==> config.mk <==
export PLATFORM = sky130hd
export DESIGN_NAME = cc_sram_scheduler
export DESIGN_NICKNAME = d
export VERILOG_FILES = /design/src/rtl/cc_sched_pkg.sv /design/src/rtl/cc_addr_gen.sv /design/src/rtl/cc_sram_scheduler.sv
export SDC_FILE = /design/constraint.sdc
export NUM_CORES = 1
export LEC_CHECK = 0
export BUFFER_PORTS_ARGS = -buffer_cell sky130_fd_sc_hd__buf_4
export CAP_MARGIN = 20
export CORE_ASPECT_RATIO = 0.8
export CORE_UTILIZATION = 35
export DETAILED_ROUTE_END_ITERATION = 12
export GPL_TIMING_DRIVEN = 0
export PLACE_DENSITY_LB_ADDON = 0.05
export RECOVER_POWER = 100
export SYNTH_ARGS = -nofsm -noshare
export SYNTH_HDL_FRONTEND = slang
export SYNTH_SLANG_ARGS = --single-unit
==> constraint.sdc <==
create_clock -name clk -period 6.85 [get_ports clk]
set_input_delay 0.3425 -clock clk [delete_from_list [all_inputs] [get_ports clk]]
set_output_delay 0.3425 -clock clk [all_outputs]
set_load 0.03 [all_outputs]
==> src/rtl/cc_sched_pkg.sv <==
// cc_sched_pkg: state encoding, RGB byte lanes and write-slot word selection for cc_sram_scheduler
package cc_sched_pkg;
  typedef enum logic [3:0] {IDLE, RD_Y, RD_U, RD_V, WAIT_RGB, WR0, WR1, WR2, FIN} state_t;
  localparam int LANE_R0 = 40;
  localparam int LANE_G0 = 32;
  localparam int LANE_B0 = 24;
  localparam int LANE_R1 = 16;
  localparam int LANE_G1 = 8;
  localparam int LANE_B1 = 0;
  localparam logic [1:0] SLOT0 = 2'd0;
  localparam logic [1:0] SLOT1 = 2'd1;
  localparam logic [1:0] SLOT2 = 2'd2;
  function automatic logic [15:0] slot_word(input logic [47:0] d, input logic [1:0] s);
    return s == SLOT0 ? {d[LANE_R0+:8], d[LANE_G0+:8]} :
           s == SLOT1 ? {d[LANE_B0+:8], d[LANE_R1+:8]} :
                        {d[LANE_G1+:8], d[LANE_B1+:8]};
  endfunction
endpackage

==> src/rtl/cc_addr_gen.sv <==
// cc_addr_gen: pair counter, RGB write pointer and segment address mux
module cc_addr_gen
  import cc_sched_pkg::*;
#(
  parameter int ADDR_W   = 18,
  parameter int PAIRS    = 38400,
  parameter int Y_BASE   = 0,
  parameter int U_BASE   = 38400,
  parameter int V_BASE   = 57600,
  parameter int RGB_BASE = 146944
) (
  input  logic              clk,
  input  logic              rst,
  input  state_t            state,
  input  logic              clr,
  input  logic              k_inc,
  input  logic              w_inc,
  output logic [ADDR_W-1:0] addr,
  output logic              k_zero,
  output logic              k_last
);
  logic [ADDR_W-1:0] k, wptr;
  always_ff @(posedge clk or posedge rst)
    if (rst) begin
      k    <= '0;
      wptr <= '0;
    end else begin
      k    <= clr ? '0 : k + ADDR_W'(k_inc);
      wptr <= clr ? '0 : wptr + ADDR_W'(w_inc);
    end
  assign k_zero = k == '0;
  assign k_last = k == ADDR_W'(PAIRS - 1);
  // WAIT_RGB presents the pending write address so the bus stays frozen while stalled
  always_comb
    addr = state == RD_Y ? ADDR_W'(Y_BASE) + k :
           state == RD_U ? ADDR_W'(U_BASE) + k :
           state == RD_V ? ADDR_W'(V_BASE) + k :
           state inside {WAIT_RGB, WR0, WR1, WR2} ? ADDR_W'(RGB_BASE) + wptr : '0;
endmodule

==> src/rtl/cc_sram_scheduler.sv <==
// cc_sram_scheduler: SRAM read/write sequencer for YUV->RGB conversion; CC_SCHED_TIMEOUT_EN adds a WAIT_RGB stall timeout with sticky err
module cc_sram_scheduler
  import cc_sched_pkg::*;
#(
  parameter int ADDR_W   = 18,
  parameter int PAIRS    = 38400,
  parameter int Y_BASE   = 0,
  parameter int U_BASE   = 38400,
  parameter int V_BASE   = 57600,
  parameter int RGB_BASE = 146944
) (
  input  logic              clk,
  input  logic              rst,
  input  logic              start,
  input  logic              rgb_valid,
  input  logic [47:0]       rgb_data,
  output logic              rgb_ack,
  output logic [ADDR_W-1:0] sram_addr,
  output logic              sram_we_n,
  output logic [15:0]       sram_wdata,
  output logic              y_ld,
  output logic              u_ld,
  output logic              v_ld,
  output logic              busy,
  output logic              end_of_pixel,
  output logic              done
`ifdef CC_SCHED_TIMEOUT_EN
  ,
  output logic              err
`endif
);
  state_t      state;
  logic [47:0] hold;
  logic        all_read, pending, k_zero, k_last;
`ifdef CC_SCHED_TIMEOUT_EN
  logic [7:0]  stall;
`endif
  assign rgb_ack = state == WAIT_RGB && rgb_valid;
  assign done    = end_of_pixel;
  cc_addr_gen #(
    .ADDR_W(ADDR_W), .PAIRS(PAIRS), .Y_BASE(Y_BASE),
    .U_BASE(U_BASE), .V_BASE(V_BASE), .RGB_BASE(RGB_BASE)
  ) u_addr (
    .clk(clk), .rst(rst), .state(state),
    .clr(state == IDLE && start),
    .k_inc(state == RD_V && !k_last),
    .w_inc(state inside {WR0, WR1, WR2}),
    .addr(sram_addr), .k_zero(k_zero), .k_last(k_last)
  );
  // pending marks the final pair, read but still waiting behind the previous pair's write
  always_ff @(posedge clk or posedge rst)
    if (rst) begin
      state        <= IDLE;
      hold         <= '0;
      all_read     <= 1'b0;
      pending      <= 1'b0;
      sram_we_n    <= 1'b1;
      sram_wdata   <= '0;
      y_ld         <= 1'b0;
      u_ld         <= 1'b0;
      v_ld         <= 1'b0;
      busy         <= 1'b0;
      end_of_pixel <= 1'b0;
`ifdef CC_SCHED_TIMEOUT_EN
      stall        <= '0;
      err          <= 1'b0;
`endif
    end else begin
      y_ld         <= state == RD_Y;
      u_ld         <= state == RD_U;
      v_ld         <= state == RD_V;
      end_of_pixel <= 1'b0;
`ifdef CC_SCHED_TIMEOUT_EN
      stall        <= '0;
`endif
      case (state)
        IDLE:
          if (start) begin
            state    <= RD_Y;
            busy     <= 1'b1;
            all_read <= 1'b0;
            pending  <= 1'b0;
`ifdef CC_SCHED_TIMEOUT_EN
            err      <= 1'b0;
`endif
          end
        RD_Y: state <= RD_U;
        RD_U: state <= RD_V;
        RD_V: begin
          state <= (k_zero && !k_last) ? RD_Y : WAIT_RGB;
          if (k_last) begin
            all_read <= 1'b1;
            pending  <= PAIRS > 1;
          end
        end
        WAIT_RGB:
          if (rgb_valid) begin
            hold       <= rgb_data;
            sram_we_n  <= 1'b0;
            sram_wdata <= slot_word(rgb_data, SLOT0);
            state      <= WR0;
`ifdef CC_SCHED_TIMEOUT_EN
          end else if (stall == 8'd254) begin
            err   <= 1'b1;
            busy  <= 1'b0;
            state <= IDLE;
          end else begin
            stall <= stall + 8'd1;
`endif
          end
        WR0: begin
          sram_wdata <= slot_word(hold, SLOT1);
          state      <= WR1;
        end
        WR1: begin
          sram_wdata <= slot_word(hold, SLOT2);
          state      <= WR2;
        end
        WR2: begin
          sram_we_n <= 1'b1;
          if (!all_read) state <= RD_Y;
          else if (pending) begin
            pending <= 1'b0;
            state   <= WAIT_RGB;
          end else begin
            end_of_pixel <= 1'b1;
            state        <= FIN;
          end
        end
        FIN: begin
          busy  <= 1'b0;
          state <= IDLE;
        end
        default: state <= IDLE;
      endcase
    end
endmodule

==> metrics.log, run 1 <==
[metrics] Die Footprint: approximately 16000 um2
[metrics] number of antenna violations at the first check in global routing: 1
[metrics] average wire per cell in the routed design: about 18 um
[metrics] number of synthesized flops with an enable pin: 0
[metrics] largest stage delay on the critical path: between 2 and 2.5 ns
[metrics] Slew Limit Headroom: -103%
[metrics] H-tree depth reported by CTS: 3
[metrics] hold endpoint: hold[14]$_DFFE_PP0P_
[metrics] max frequency: around 0.25 GHz
[metrics] number of instances on the worst hold path: 2
[metrics] die height: around 110 um
[metrics] number of gates given a new drive strength after cts: 0
[metrics] vias per inst: about 5.3
[metrics] clock latency reported for the late side of the worst-skew pair: ~0.36 ns
[metrics] worst min-delay path category: in2reg
[metrics] synthesized netlist net count: approximately 670
[metrics] via count of the first global-routing pass: 4630
[metrics] Mapped Cells: 606
[metrics] antenna diode instance count: 0
[metrics] met3 layer wire length in the routed design: ~980 um
[metrics] FP Rows: 40
[metrics] total number of vias: around 4900
[metrics] final period demand of the worst path: 4.03 ns
[metrics] Register-to-Register Setup Slack: roughly 3.2 ns
[metrics] Worst setup EP type: asynchronous set/reset pin
[metrics] buffer cell driving the clock tree root: sky130_fd_sc_hd__clkbuf_16
[metrics] number of buffers inserted by post-CTS setup repair: 0
[metrics] gr usage total: 21.9%
[metrics] global-route wire length before repair: 26.6 mm
[metrics] crit path DAT: between 3 and 4 ns
[metrics] transition at the pin with the smallest max-transition slack: slightly above 3 ns
[metrics] largest buffer count on any clock path: 2
[metrics] ratio of cells with drive above 1 in the final layout: 15.5%
[metrics] nets: a little under 800
[metrics] final setup vio count: 0
[metrics] ordered cell list for the critical path: clkbuf_4, clkinvlp_2, clkbuf_1
[metrics] origin of the critical flop-to-flop path: state[3]$_DFFE_PP0P_
[metrics] last weighted congestion value of the routability-driven placer: roughly 0.84
[metrics] Highest Signal Layer: met4
[metrics] I/O Pins: 94
[metrics] required time worst endpoint: between 6 and 7 ns
[metrics] Yosys cell types: 60
[metrics] TritonCTS sink count: 96
[metrics] cts hold-fix bufs: 0
[metrics] outcome: finished, violations left
[metrics] cell area power density: around 450 nW/um2
[metrics] Initial Util: a little over a third
[metrics] source of the worst hold timing path: rgb_data[14]
[metrics] CTS tree: built
[metrics] max cap viols: 2
[metrics] worst slack, placed: between 3 and 4 ns
[metrics] Final Cycle Share: around 59%
[metrics] fraction of registers with async set or reset after synthesis: 100%
[metrics] pin count of the biggest net entering global routing: 56
[metrics] synthesized flop and latch total: 96
[metrics] Worst R2R End: u_addr.wptr[16]$_DFF_PP0_
[metrics] Worst Reg-to-Reg Cells: 13
[metrics] area overhead of the layout relative to synthesis: 20.0%
[metrics] cts bufs inserted: 9
[metrics] kind of cell adding the most delay to the critical path: buffers and inverters
[metrics] violations in the final reports: max-capacitance violations, max-slew violations
[metrics] violation count after the first detailed-routing iteration: ~470
[metrics] number of warnings issued by yosys: 0
[metrics] total wire length after detailed routing: approximately 17 mm
[metrics] largest fanout on the critical path: 55
[metrics] die width: between 100 and 150 um
[metrics] final number of max-transition violations: between 90 and 100
[metrics] Routed met2 length: about 7 mm
[metrics] Worst Setup Slack, final: around 2.8 ns
[metrics] Std-Cell Core Area: about 15000 um2
[metrics] critical path start-end classification: in2async
[metrics] Buf+Inv Stages, Crit Path: 3
[metrics] Post-route DRC: 0
[metrics] aggregate negative setup slack: 0 ns
[metrics] post-detail-place hpwl: ~12 mm
[metrics] total congestion overflow: 0
[metrics] prevailing post-synth register cell: sky130_fd_sc_hd__dfrtp_1
[metrics] average instance area after synthesis: around 9 um2
[metrics] number of iterations in the first detailed-routing pass: 5
[metrics] number of buffers inserted by port buffering: 93
[metrics] unrepaired setup endpoints after global routing: false
[metrics] leading cell types in the layout, fill and taps excluded: sky130_fd_sc_hd__dfrtp_1 (95), sky130_fd_sc_hd__clkbuf_1 (85), sky130_fd_sc_hd__nor2_1 (79)
[metrics] post-synth design cell area: roughly 5500 um2
[metrics] slowest stage cell on the critical path: sky130_fd_sc_hd__clkbuf_1
[metrics] cell leakage power: 2.82 nW
[metrics] clk slew on worst S/H paths: roughly 0.08 ns
[metrics] register area share after synthesis: between 40% and 50%
[metrics] count of final hold-check violations: 0
[metrics] critical path launch point type: input port
[metrics] worst IR drop on VDD: roughly 0.13 mV
[metrics] remaining antenna violation count after routing: 0
[metrics] leading cell type in the layout, fill and taps excluded: sky130_fd_sc_hd__dfrtp_1
[metrics] Max Clock Skew: about 0.0083 ns
[metrics] sum of routed wire segments on met1: 8.79 mm
[metal layers]
layer / vias up / track usage [%]
met2: 157 / 30.0
met5: - / 0
li1: 2340 / -
met3: 14 / 4.41
met1: 2352 / 34.2
met4: 0 / 6.16
[layout make-up]
cell class | count | area, um2
Fill cell | 1574 | 8580
Multi-Input combinational cell | 445 | 2810
Sequential cell | 96 | 2400
Timing Repair Buffer | 94 | 544
Tap cell | 210 | 263
Clock buffer | 9 | 225
Buffer | 48 | 188
Clock inverter | 7 | 85.1
Inverter | 17 | 65.1
[power breakdown]
part	total (mW)	switching (mW)	leakage [nW]	internal (mW)
sequential	0.925	0.147	1.23	0.778
clock	0.543	0.252	0.146	0.291
combinational	1.47	0.992	1.44	0.474
total	2.93	1.39	2.82	1.54
[through the flow]
step	utilization (%)	instance area [um2]	instances	hold WS, ns	power [mW]
after floorplan	-	5490	606	0.450	1.93
after global placement	42.5	6450	909	0.474	2.48
after detailed placement	42.7	6480	910	0.456	2.50
after CTS	44.8	6790	926	0.0719	3.05
after global routing	43.4	6580	926	0.190	3.14
final	43.4	6580	926	0.207	2.93
[synthesized netlist by cell type, types with 4 or more instances]
cell type	number	area share, %
sky130_fd_sc_hd__ha_1	11	2.5
sky130_fd_sc_hd__or3_1	4	0.46
sky130_fd_sc_hd__xnor2_1	26	4.2
sky130_fd_sc_hd__xor2_1	16	2.6
sky130_fd_sc_hd__clkbuf_1	35	2.4
sky130_fd_sc_hd__inv_1	16	1.1
sky130_fd_sc_hd__nand4_1	10	1.1
sky130_fd_sc_hd__dfrtp_1	95	43
sky130_fd_sc_hd__a22o_1	6	0.96
sky130_fd_sc_hd__and2_1	6	0.68
sky130_fd_sc_hd__nor4_1	7	0.80
sky130_fd_sc_hd__nor2_1	79	5.4
sky130_fd_sc_hd__o21ai_0	42	3.8
sky130_fd_sc_hd__mux2_2	32	6.6
sky130_fd_sc_hd__o22ai_1	4	0.46
sky130_fd_sc_hd__o221ai_1	18	2.9
sky130_fd_sc_hd__a21oi_1	29	2.6
sky130_fd_sc_hd__nor3_1	26	2.4
sky130_fd_sc_hd__nor2b_1	20	2.3
sky130_fd_sc_hd__nand3_1	17	1.6
sky130_fd_sc_hd__buf_2	9	0.82
sky130_fd_sc_hd__nand2_1	46	3.1
[how the worst max path moves through the flow]
stage / startpoint / to / slack [ns] / depth (start not counted)
after CTS: state[3]$_DFFE_PP0P_ / u_addr.wptr[16]$_DFF_PP0_ / 3.53 / 13
after floorplan: rst / all_read$_DFFE_PP0P_ / 4.00 / 1
after global placement: rst / u_addr.k[4]$_DFF_PP0_ / 2.59 / 2
after detailed placement: state[3]$_DFFE_PP0P_ / u_addr.wptr[16]$_DFF_PP0_ / 3.56 / 13
final: rst / u_addr.wptr[0]$_DFF_PP0_ / 2.82 / 3
after global routing: rst / u_addr.k[0]$_DFF_PP0_ / 1.86 / 3
[sequential cells by signal, summed over array words and instances, names as in the netlist]
register     count
hold            32
u_ld             1
u_addr.wptr     18
sram_wdata      16
y_ld             1
sram_we_n        1
u_addr.k        18
done             1
all_read         1
busy             1
pending          1
v_ld             1
state            4
[logic make-up after synthesis]
kind of cell / Yosys count / share of synthesized area [%]
and+or+nand+nor: 232 / 20.5
AOI/OAI and AO/OA: 127 / 14.9
DFF: 96 / 43.8
buffers and inverters: 65 / 4.74
xor gates and xnor gates: 42 / 6.70
muxes: 33 / 6.75
adders and majority gates: 11 / 2.51
[worst register-to-register path: stages, from the launching register on]
cell                       delay [ns]
sky130_fd_sc_hd__dfrtp_1         0.38
sky130_fd_sc_hd__clkbuf_1        0.25
sky130_fd_sc_hd__nand2b_1        0.22
sky130_fd_sc_hd__clkbuf_1        0.16
sky130_fd_sc_hd__clkbuf_1        0.30
sky130_fd_sc_hd__nor2_1          0.34
sky130_fd_sc_hd__ha_1            0.31
sky130_fd_sc_hd__ha_1            0.28
sky130_fd_sc_hd__inv_1           0.06
sky130_fd_sc_hd__or4_1           0.47
sky130_fd_sc_hd__clkbuf_1        0.20
sky130_fd_sc_hd__nor4_1          0.38
sky130_fd_sc_hd__xnor2_1         0.18
sky130_fd_sc_hd__nor2_2          0.04
No activity file was read; power rests on OpenSTA's default activity.
==> run 2: changes to the inputs <==
- ABC_AREA: not set -> 1
- clock period: 6.85 -> 3.92 ns (I/O delays scaled with it)
==> metrics.log, run 2 <==
[metrics] final period demand of the worst path: 3.28 ns
[metrics] worst slack, placed: 1.17 ns (-2.38 ns)
[metrics] post-detail-place hpwl: 12.8 mm (+3.6%)
[metrics] final number of max-transition violations: 31 (-69%)
[metrics] leading cell types in the layout, fill and taps excluded: sky130_fd_sc_hd__nand2_1 (255), sky130_fd_sc_hd__dfrtp_1 (95), sky130_fd_sc_hd__nand3_1 (80)
[metrics] total wire length after detailed routing: 16.8 mm (-0.34%)
[metrics] Slew Limit Headroom: -7.19% (+96 points)
[metrics] Routed met2 length: 6.92 mm (+1.0%)
[metrics] FP Rows: 41 (+2.5%)
[metrics] Sw Ratio: 48.6% (+1.3 points)
[metrics] registers with the most flip-flops: hold: 32 flops, u_addr.k: 18 flops, u_addr.wptr: 18 flops
[metrics] ordered cell list for the critical path: inv_1, nand2_1, clkbuf_1, inv_8, clkbuf_1, clkbuf_1, o211ai_1, nand4_1, clkbuf_1
[metrics] total number of vias: 5377 (+11%)
[metrics] ratio of cells with drive above 1 in the final layout: 13.5% (-2.0 points)
[metrics] Synth area leader: sky130_fd_sc_hd__dfrtp_1
[metrics] number of synthesized flops with an enable pin: 0 (unchanged)
[metrics] number of antenna violations at the first check in global routing: 0 (-1)
[metrics] outcome: finished, violations left
[metrics] synthesized netlist net count: 828 (+24%)
[metrics] proportion of power drawn by combinational gates: 49.7% (-0.3 points)
[metrics] register area share after synthesis: 42.3% (-1.5 points)
[metrics] crit path DAT: 3.08 ns (-0.75 ns)
[metrics] total congestion overflow: 0 (unchanged)
[metrics] Post-route DRC: 0 (unchanged)
[metrics] max frequency: ~0.30 GHz
[metrics] kind of cell adding the most delay to the critical path: buffers and inverters
[metrics] Initial Util: 36.0% (-0.20 points)
[metrics] cell-internal power: 2.62 mW (+70%)
[metrics] number of warnings issued by yosys: 0 (unchanged)
[metrics] worst min-delay path category: in2reg
[metrics] clock latency reported for the late side of the worst-skew pair: 0.36 ns (about the same)
[metrics] aggregate negative setup slack: 0 ns (unchanged)
[metrics] die height: 116 um (+1.8%)
[metrics] antenna diode instance count: 0 (unchanged)
[metrics] cell leakage power: 3.42 nW (+21%)
[metrics] flip-flop count of the largest register, all copies and words added: 32 (unchanged)
[metrics] cell area power density: 758 nW/um2 (+70%)
[metrics] number of gates given a new drive strength after cts: 0 (unchanged)
[metrics] Yosys cell types: 45 (-25%)
[metrics] TritonCTS sink count: 96 (unchanged)
[metrics] Highest Signal Layer: met4
[metrics] clk slew on worst S/H paths: 0.07 ns (about the same)
[metrics] hold endpoint: hold[21]$_DFFE_PP0P_
[metrics] origin of the critical flop-to-flop path: state[3]$_DFFE_PP0P_
[metrics] violations in the final reports: max-capacitance violations, max-slew violations
[metrics] largest register by flop count: hold
[metrics] prevailing post-synth register cell: sky130_fd_sc_hd__dfrtp_1
[metrics] overall power of the completed layout: 5.11 mW (+74%)
[metrics] dominant cell by count in the synthesized netlist: sky130_fd_sc_hd__nand2_1
[metrics] H-tree depth reported by CTS: 3 (unchanged)
[metrics] fill cell count: 1744 (+11%)
[metrics] Die Footprint: 16800 um2 (+3.6%)
[metrics] CTS tree: built
[metrics] Worst Reg-to-Reg Cells: 16 (+3)
[metrics] average wire per cell in the routed design: 15.4 um (-15%)
[metrics] number of iterations in the first detailed-routing pass: 5 (unchanged)
[metrics] post-synth design cell area: 5690 um2 (+3.6%)
[metrics] worst IR drop on VDD: 0.250 mV (+94%)
[metrics] largest stage delay on the critical path: 0.46 ns (-1.76 ns)
[metrics] Critical Path Most Common Cell: sky130_fd_sc_hd__clkbuf_1
[metrics] most used standard cells in the synthesized netlist: sky130_fd_sc_hd__nand2_1 (251), sky130_fd_sc_hd__dfrtp_1 (95), sky130_fd_sc_hd__nand3_1 (80)
[metrics] area overhead of the layout relative to synthesis: 18.5%
[metrics] Worst setup EP type: output port
[metrics] pin count of the biggest net entering global routing: 67 (+20%)
[metrics] max cap viols: 1 (-1)
[metrics] final setup vio count: 0 (unchanged)
[metrics] required time worst endpoint: 3.72 ns (-2.93 ns)
[metrics] slowest stage cell on the critical path: sky130_fd_sc_hd__clkbuf_1
[metrics] gr usage total: 21.2% (-0.72 points)
[metrics] die width: 144 um (+1.8%)
[metrics] synthesized flop and latch total: 96 (unchanged)
[metrics] Register-to-Register Setup Slack: 0.87 ns (-2.28 ns)
[metrics] share of total power in the clock network: 18.2% (-0.3 points)
[metrics] nets: 934 (+21%)
[metrics] transition at the pin with the smallest max-transition slack: 1.60 ns (-1.44 ns)
[metrics] Worst R2R End: u_addr.wptr[10]$_DFF_PP0_
[metrics] largest cells by area after synthesis: sky130_fd_sc_hd__dfrtp_1 (42%), sky130_fd_sc_hd__nand2_1 (17%), sky130_fd_sc_hd__nand3_1 (7.0%)
[metrics] portion of synthesized cell area occupied by the leading cell type: 41.8% (-1.5 points)
[metrics] critical path launch point type: flop
[metrics] source of the worst hold timing path: rgb_data[21]
[metrics] critical path start-end classification: reg2out
[metrics] I/O Pins: 94 (unchanged)
[metrics] Worst Setup Slack, final: 0.641 ns (-2.18 ns)
[metrics] global-route wire length before repair: 26.7 mm (+0.31%)
[metrics] cts bufs inserted: 9 (unchanged)
[metrics] Final Cycle Share: between 80% and 90%
[metrics] average instance area after synthesis: 7.43 um2 (-18%)
[metrics] Mapped Cells: 765 (+26%)
[metrics] Max Clock Skew: 0.00756 ns (-0.000710 ns)
[metrics] buffer cell driving the clock tree root: sky130_fd_sc_hd__clkbuf_16
[metrics] via count of the first global-routing pass: 5010 (+8.2%)
[metrics] leading cell type in the layout, fill and taps excluded: sky130_fd_sc_hd__nand2_1
[metrics] last weighted congestion value of the routability-driven placer: 0.903 (+7.1%)
[metrics] Reg power frac: 32.2% (+0.7 points)
[metrics] fraction of registers with async set or reset after synthesis: 100% (unchanged)
[metrics] count of final hold-check violations: 0 (unchanged)
[metrics] number of buffers inserted by port buffering: 93 (unchanged)
[metrics] Std-Cell Core Area: 15800 um2 (+4.2%)
[metrics] largest fanout on the critical path: 10 (-82%)
[metrics] cts hold-fix bufs: 1 (+1)
[metrics] number of instances on the worst hold path: 3 (+1)
[metrics] sum of routed wire segments on met1: 8.96 mm (+2.0%)
[metrics] violation count after the first detailed-routing iteration: 401 (-14%)
[metrics] remaining antenna violation count after routing: 0 (unchanged)
[metrics] unrepaired setup endpoints after global routing: false
[metrics] Psw: 2.48 mW (+79%)
[metrics] number of buffers inserted by post-CTS setup repair: 0 (unchanged)
[metrics] met3 layer wire length in the routed design: 733 um (-25%)
[metrics] vias per inst: 4.93 (-6.2%)
[metrics] Buf+Inv Stages, Crit Path: 6 (+3)
[metrics] largest buffer count on any clock path: 2 (unchanged)
[run 2: kinds of logic after synthesis]
group	after synthesis	synth area share [%]
AND/OR/NAND/NOR	452	36.4
buffers and inverters	113	9.59
flip-flops	96	42.3
AO/OA/AOI/OAI	87	8.41
adder cells (fa/ha/maj)	11	2.42
XOR/XNOR	6	0.924
[run 2: per-layer routing]
metal	track usage (%)	vias to the layer above
met3	3.26	11
li1	-	2696
met1	33.0	2534
met2	30.1	136
met4	5.33	0
met5	0	-
[run 2: worst max-delay path by stage]
stage | from | endpoint | slack [ns] | cells after the start
after global placement | rst | u_ld$_DFF_PP0_ | -0.21 | 2
after CTS | u_addr.k[9]$_DFF_PP0_ | u_addr.k[16]$_DFF_PP0_ | 1.14 | 15
final | state[3]$_DFFE_PP0P_ | sram_addr[15] | 0.64 | 9
after detailed placement | u_addr.k[9]$_DFF_PP0_ | u_addr.k[16]$_DFF_PP0_ | 1.17 | 15
after global routing | state[3]$_DFFE_PP0P_ | sram_addr[17] | 0.46 | 9
after floorplan | rst | all_read$_DFFE_PP0P_ | 1.22 | 1
[run 2: layout make-up]
cell class | instances | area (um2) | share of cell area (%)
Buffer | 28 | 153 | 2.27
Clock buffer | 9 | 225 | 3.34
Clock inverter | 7 | 80.1 | 1.19
Inverter | 85 | 335 | 4.98
Multi-Input combinational cell | 556 | 2670 | 39.6
Sequential cell | 96 | 2400 | 35.7
Tap cell | 215 | 269 | 3.99
Timing Repair Buffer | 95 | 601 | 8.92
[run 2: worst reg2reg max path: cells and delay by family (launching register included)]
kind                       cells  cell delay (ns)
DFF                            1             0.40
adders and majority gates      2             0.46
AOI/OAI and AO/OA              2             0.22
buffers and inverters          5             1.04
and+or+nand+nor                7             0.82
[run 2: per-stage QoR]
step                      std cells  utilization (%)  area [um2]  hold slack, ns
after floorplan                 765                -        5690           0.306
after global placement         1073             42.1        6650           0.392
after detailed placement       1074             42.3        6680           0.256
after CTS                      1091             44.3        7000          0.0175
after global routing           1091             42.6        6740          0.0355
final                          1091             42.6        6740          0.0280
[run 2: power by group through the flow]
stage	logic (mW)	clock network (mW)	registers, mW
2_1_floorplan	1.76	0	1.79
3_3_place_gp	2.77	0	1.65
3_5_place_dp	2.81	0	1.66
4_1_cts	2.82	0.959	1.64
5_1_grt	2.83	0.993	1.69
6_report	2.54	0.928	1.64
==> run 3: changes to the inputs <==
- clock period: 3.92 -> 3.2 ns (I/O delays scaled with it)
==> metrics.log, run 3 (synthesis results as in run 2) <==
[metrics] Critical Path Most Common Cell: sky130_fd_sc_hd__nor2_1
[metrics] number of antenna violations at the first check in global routing: 0 (unchanged)
[metrics] remaining antenna violation count after routing: 0 (unchanged)
[metrics] Worst setup EP type: flop
[metrics] fill cell count: 1735 (-0.52%)
[metrics] Highest Signal Layer: met4
[metrics] vias per inst: 4.90 (-0.50%)
[metrics] die width: 144 um (unchanged)
[metrics] Slew Limit Headroom: 0.690% (+7.9 points)
[metrics] cell area power density: 917 nW/um2 (+21%)
[metrics] final number of max-transition violations: 0 (-100%)
[metrics] Routed met2 length: 7.06 mm (+2.1%)
[metrics] Post-route DRC: 0 (unchanged)
[metrics] largest stage delay on the critical path: 0.40 ns (-0.06 ns)
[metrics] last weighted congestion value of the routability-driven placer: 0.903 (unchanged)
[metrics] nets: 943 (+0.96%)
[metrics] cts bufs inserted: 9 (unchanged)
[metrics] number of iterations in the first detailed-routing pass: 5 (unchanged)
[metrics] unrepaired setup endpoints after global routing: false
[metrics] number of buffers inserted by post-CTS setup repair: 0 (unchanged)
[metrics] ratio of cells with drive above 1 in the final layout: 12.4% (-1.0 points)
[metrics] Initial Util: 36.0% (unchanged)
[metrics] Std-Cell Core Area: 15800 um2 (unchanged)
[metrics] count of final hold-check violations: 0 (unchanged)
[metrics] critical path start-end classification: reg2reg
[metrics] average wire per cell in the routed design: 15.3 um (-0.36%)
[metrics] sum of routed wire segments on met1: 8.94 mm (-0.27%)
[metrics] ordered cell list for the critical path: inv_1, ha_1, and3_1, nand3_1, nor2_1, nor2_1, ha_1, ha_1, inv_1, nor2_1, nand2_1, nor2_1, nand2_1, o21ai_0, nor2_1
[metrics] number of gates given a new drive strength after cts: 0 (unchanged)
[metrics] crit path DAT: 3.09 ns (about the same)
[metrics] max cap viols: 1 (unchanged)
[metrics] Finished Layout Cells: 1100 (+0.82%)
[metrics] Final Cycle Share: 88.9%
[metrics] Max Clock Skew: 0.00833 ns (+0.000766 ns)
[metrics] leading cell types in the layout, fill and taps excluded: sky130_fd_sc_hd__nand2_1 (253), sky130_fd_sc_hd__dfrtp_1 (95), sky130_fd_sc_hd__nand3_1 (81)
[metrics] H-tree depth reported by CTS: 3 (unchanged)
[metrics] outcome: finished, violations left
[metrics] Worst Setup Slack, final: 0.354 ns (-0.287 ns)
[metrics] clk slew on worst S/H paths: 0.07 ns (about the same)
[metrics] clock latency reported for the late side of the worst-skew pair: 0.36 ns (about the same)
[metrics] slowest stage cell on the critical path: sky130_fd_sc_hd__dfrtp_1
[metrics] required time worst endpoint: 3.44 ns (-0.28 ns)
[metrics] final period demand of the worst path: around 2.8 ns
[metrics] Register-to-Register Setup Slack: 0.35 ns (-0.52 ns)
[metrics] post-detail-place hpwl: 12.8 mm (unchanged)
[metrics] largest register by flop count: hold
[metrics] number of buffers inserted by port buffering: 93 (unchanged)
[metrics] gr usage total: 21.3% (+0.054 points)
[metrics] total number of vias: 5394 (+0.32%)
[metrics] Multi-input gate area: 2660 um2 (-0.37%)
[metrics] cts hold-fix bufs: 10 (+9)
[metrics] area overhead of the layout relative to synthesis: 19.5%
[metrics] largest buffer count on any clock path: 2 (unchanged)
[metrics] FP Rows: 41 (unchanged)
[metrics] worst slack, placed: 0.453 ns (-0.720 ns)
[metrics] largest fanout on the critical path: 7 (-3)
[metrics] met3 layer wire length in the routed design: 675 um (-7.9%)
[metrics] global-route wire length before repair: 26.8 mm (+0.31%)
[metrics] via count of the first global-routing pass: 5031 (+0.42%)
[metrics] flip-flop count of the largest register, all copies and words added: 32 (unchanged)
[metrics] storage element area: 2400 um2 (unchanged)
[metrics] critical path launch point type: flop
[metrics] buffer cell driving the clock tree root: sky130_fd_sc_hd__clkbuf_16
[metrics] violation count after the first detailed-routing iteration: 412 (+2.7%)
[metrics] cell leakage power: 3.41 nW (-0.27%)
[metrics] violations in the final reports: max-capacitance violations
[metrics] die height: 116 um (unchanged)
[metrics] I/O Pins: 94 (unchanged)
[metrics] overall power of the completed layout: 6.23 mW (+22%)
[metrics] leading cell type in the layout, fill and taps excluded: sky130_fd_sc_hd__nand2_1
[metrics] worst IR drop on VDD: 0.308 mV (+23%)
[metrics] worst min-delay path category: in2reg
[metrics] final setup vio count: 0 (unchanged)
[metrics] total placed cells including tap cells: 1074 (unchanged)
[metrics] Util after Layout: 43.0% (+0.35 points)
[metrics] TritonCTS sink count: 96 (unchanged)
[metrics] Die Footprint: 16800 um2 (unchanged)
[metrics] total wire length after detailed routing: 16.9 mm (+0.46%)
[metrics] registers with the most flip-flops: hold: 32 flops, u_addr.k: 18 flops, u_addr.wptr: 18 flops
[metrics] max frequency: roughly 0.35 GHz
[metrics] transition at the pin with the smallest max-transition slack: 1.48 ns (-0.118 ns)
[metrics] CTS tree: built
[metrics] total congestion overflow: 0 (unchanged)
[metrics] pin count of the biggest net entering global routing: 67 (unchanged)
[metrics] antenna diode instance count: 0 (unchanged)
## run 3: metal layers
layer / up-vias / GRT usage, %
met5: - / 0
met4: 0 / 5.33
met3: 15 / 3.26
met2: 113 / 30.4
met1: 2552 / 33.0
li1: 2714 / -
## run 3: final timing paths
kind / start / cells past startpoint / endpoint
worst min register to register: hold[29]$_DFFE_PP0P_ / 2 / hold[29]$_DFFE_PP0P_
worst max-delay path: u_addr.k[9]$_DFF_PP0_ / 15 / u_addr.k[16]$_DFF_PP0_
worst min-delay path: rgb_data[9] / 3 / hold[9]$_DFFE_PP0P_
worst max register to register: u_addr.k[9]$_DFF_PP0_ / 15 / u_addr.k[16]$_DFF_PP0_
max in group asynchronous: rst / 4 / u_ld$_DFF_PP0_
min in group asynchronous: rst / 3 / hold[3]$_DFFE_PP0P_
## run 3: metrics by stage
step / hold WS, ns / instance area, um2 / setup TNS (ns)
2_1_floorplan: 0.270 / 5690 / 0
3_3_place_gp: 0.356 / 6650 / -84.28
3_5_place_dp: 0.220 / 6680 / 0
4_1_cts: 0.000414 / 7090 / 0
5_1_grt: 0.00500 / 6790 / 0
6_report: 0.00986 / 6790 / 0
## run 3: final cells by class
class	instances	area share, %
multi-input cells	556	39.2
flip-flops and latches	96	35.4
repair buffers	104	9.54
inverters	85	4.88
well taps	215	3.96
clock buffers	9	3.32
plain buffers	28	2.56
clock inverters	7	1.18
## run 3: power breakdown
part / switching [mW] / internal, mW / total [mW]
sequential: 0.333 / 1.68 / 2.01
combinational: 2.18 / 0.903 / 3.08
clock: 0.519 / 0.616 / 1.14
total: 3.03 / 3.20 / 6.23
## run 3: critical path, delay by kind of cell, from the launching register on
| kind | cells | cell delay (ns) |
|---|---|---|
| AOI/OAI and AO/OA | 1 | 0.16 |
| adders and majority gates | 3 | 0.69 |
| buffers and inverters | 2 | 0.22 |
| DFF | 1 | 0.40 |
| and+or+nand+nor | 9 | 1.26 |
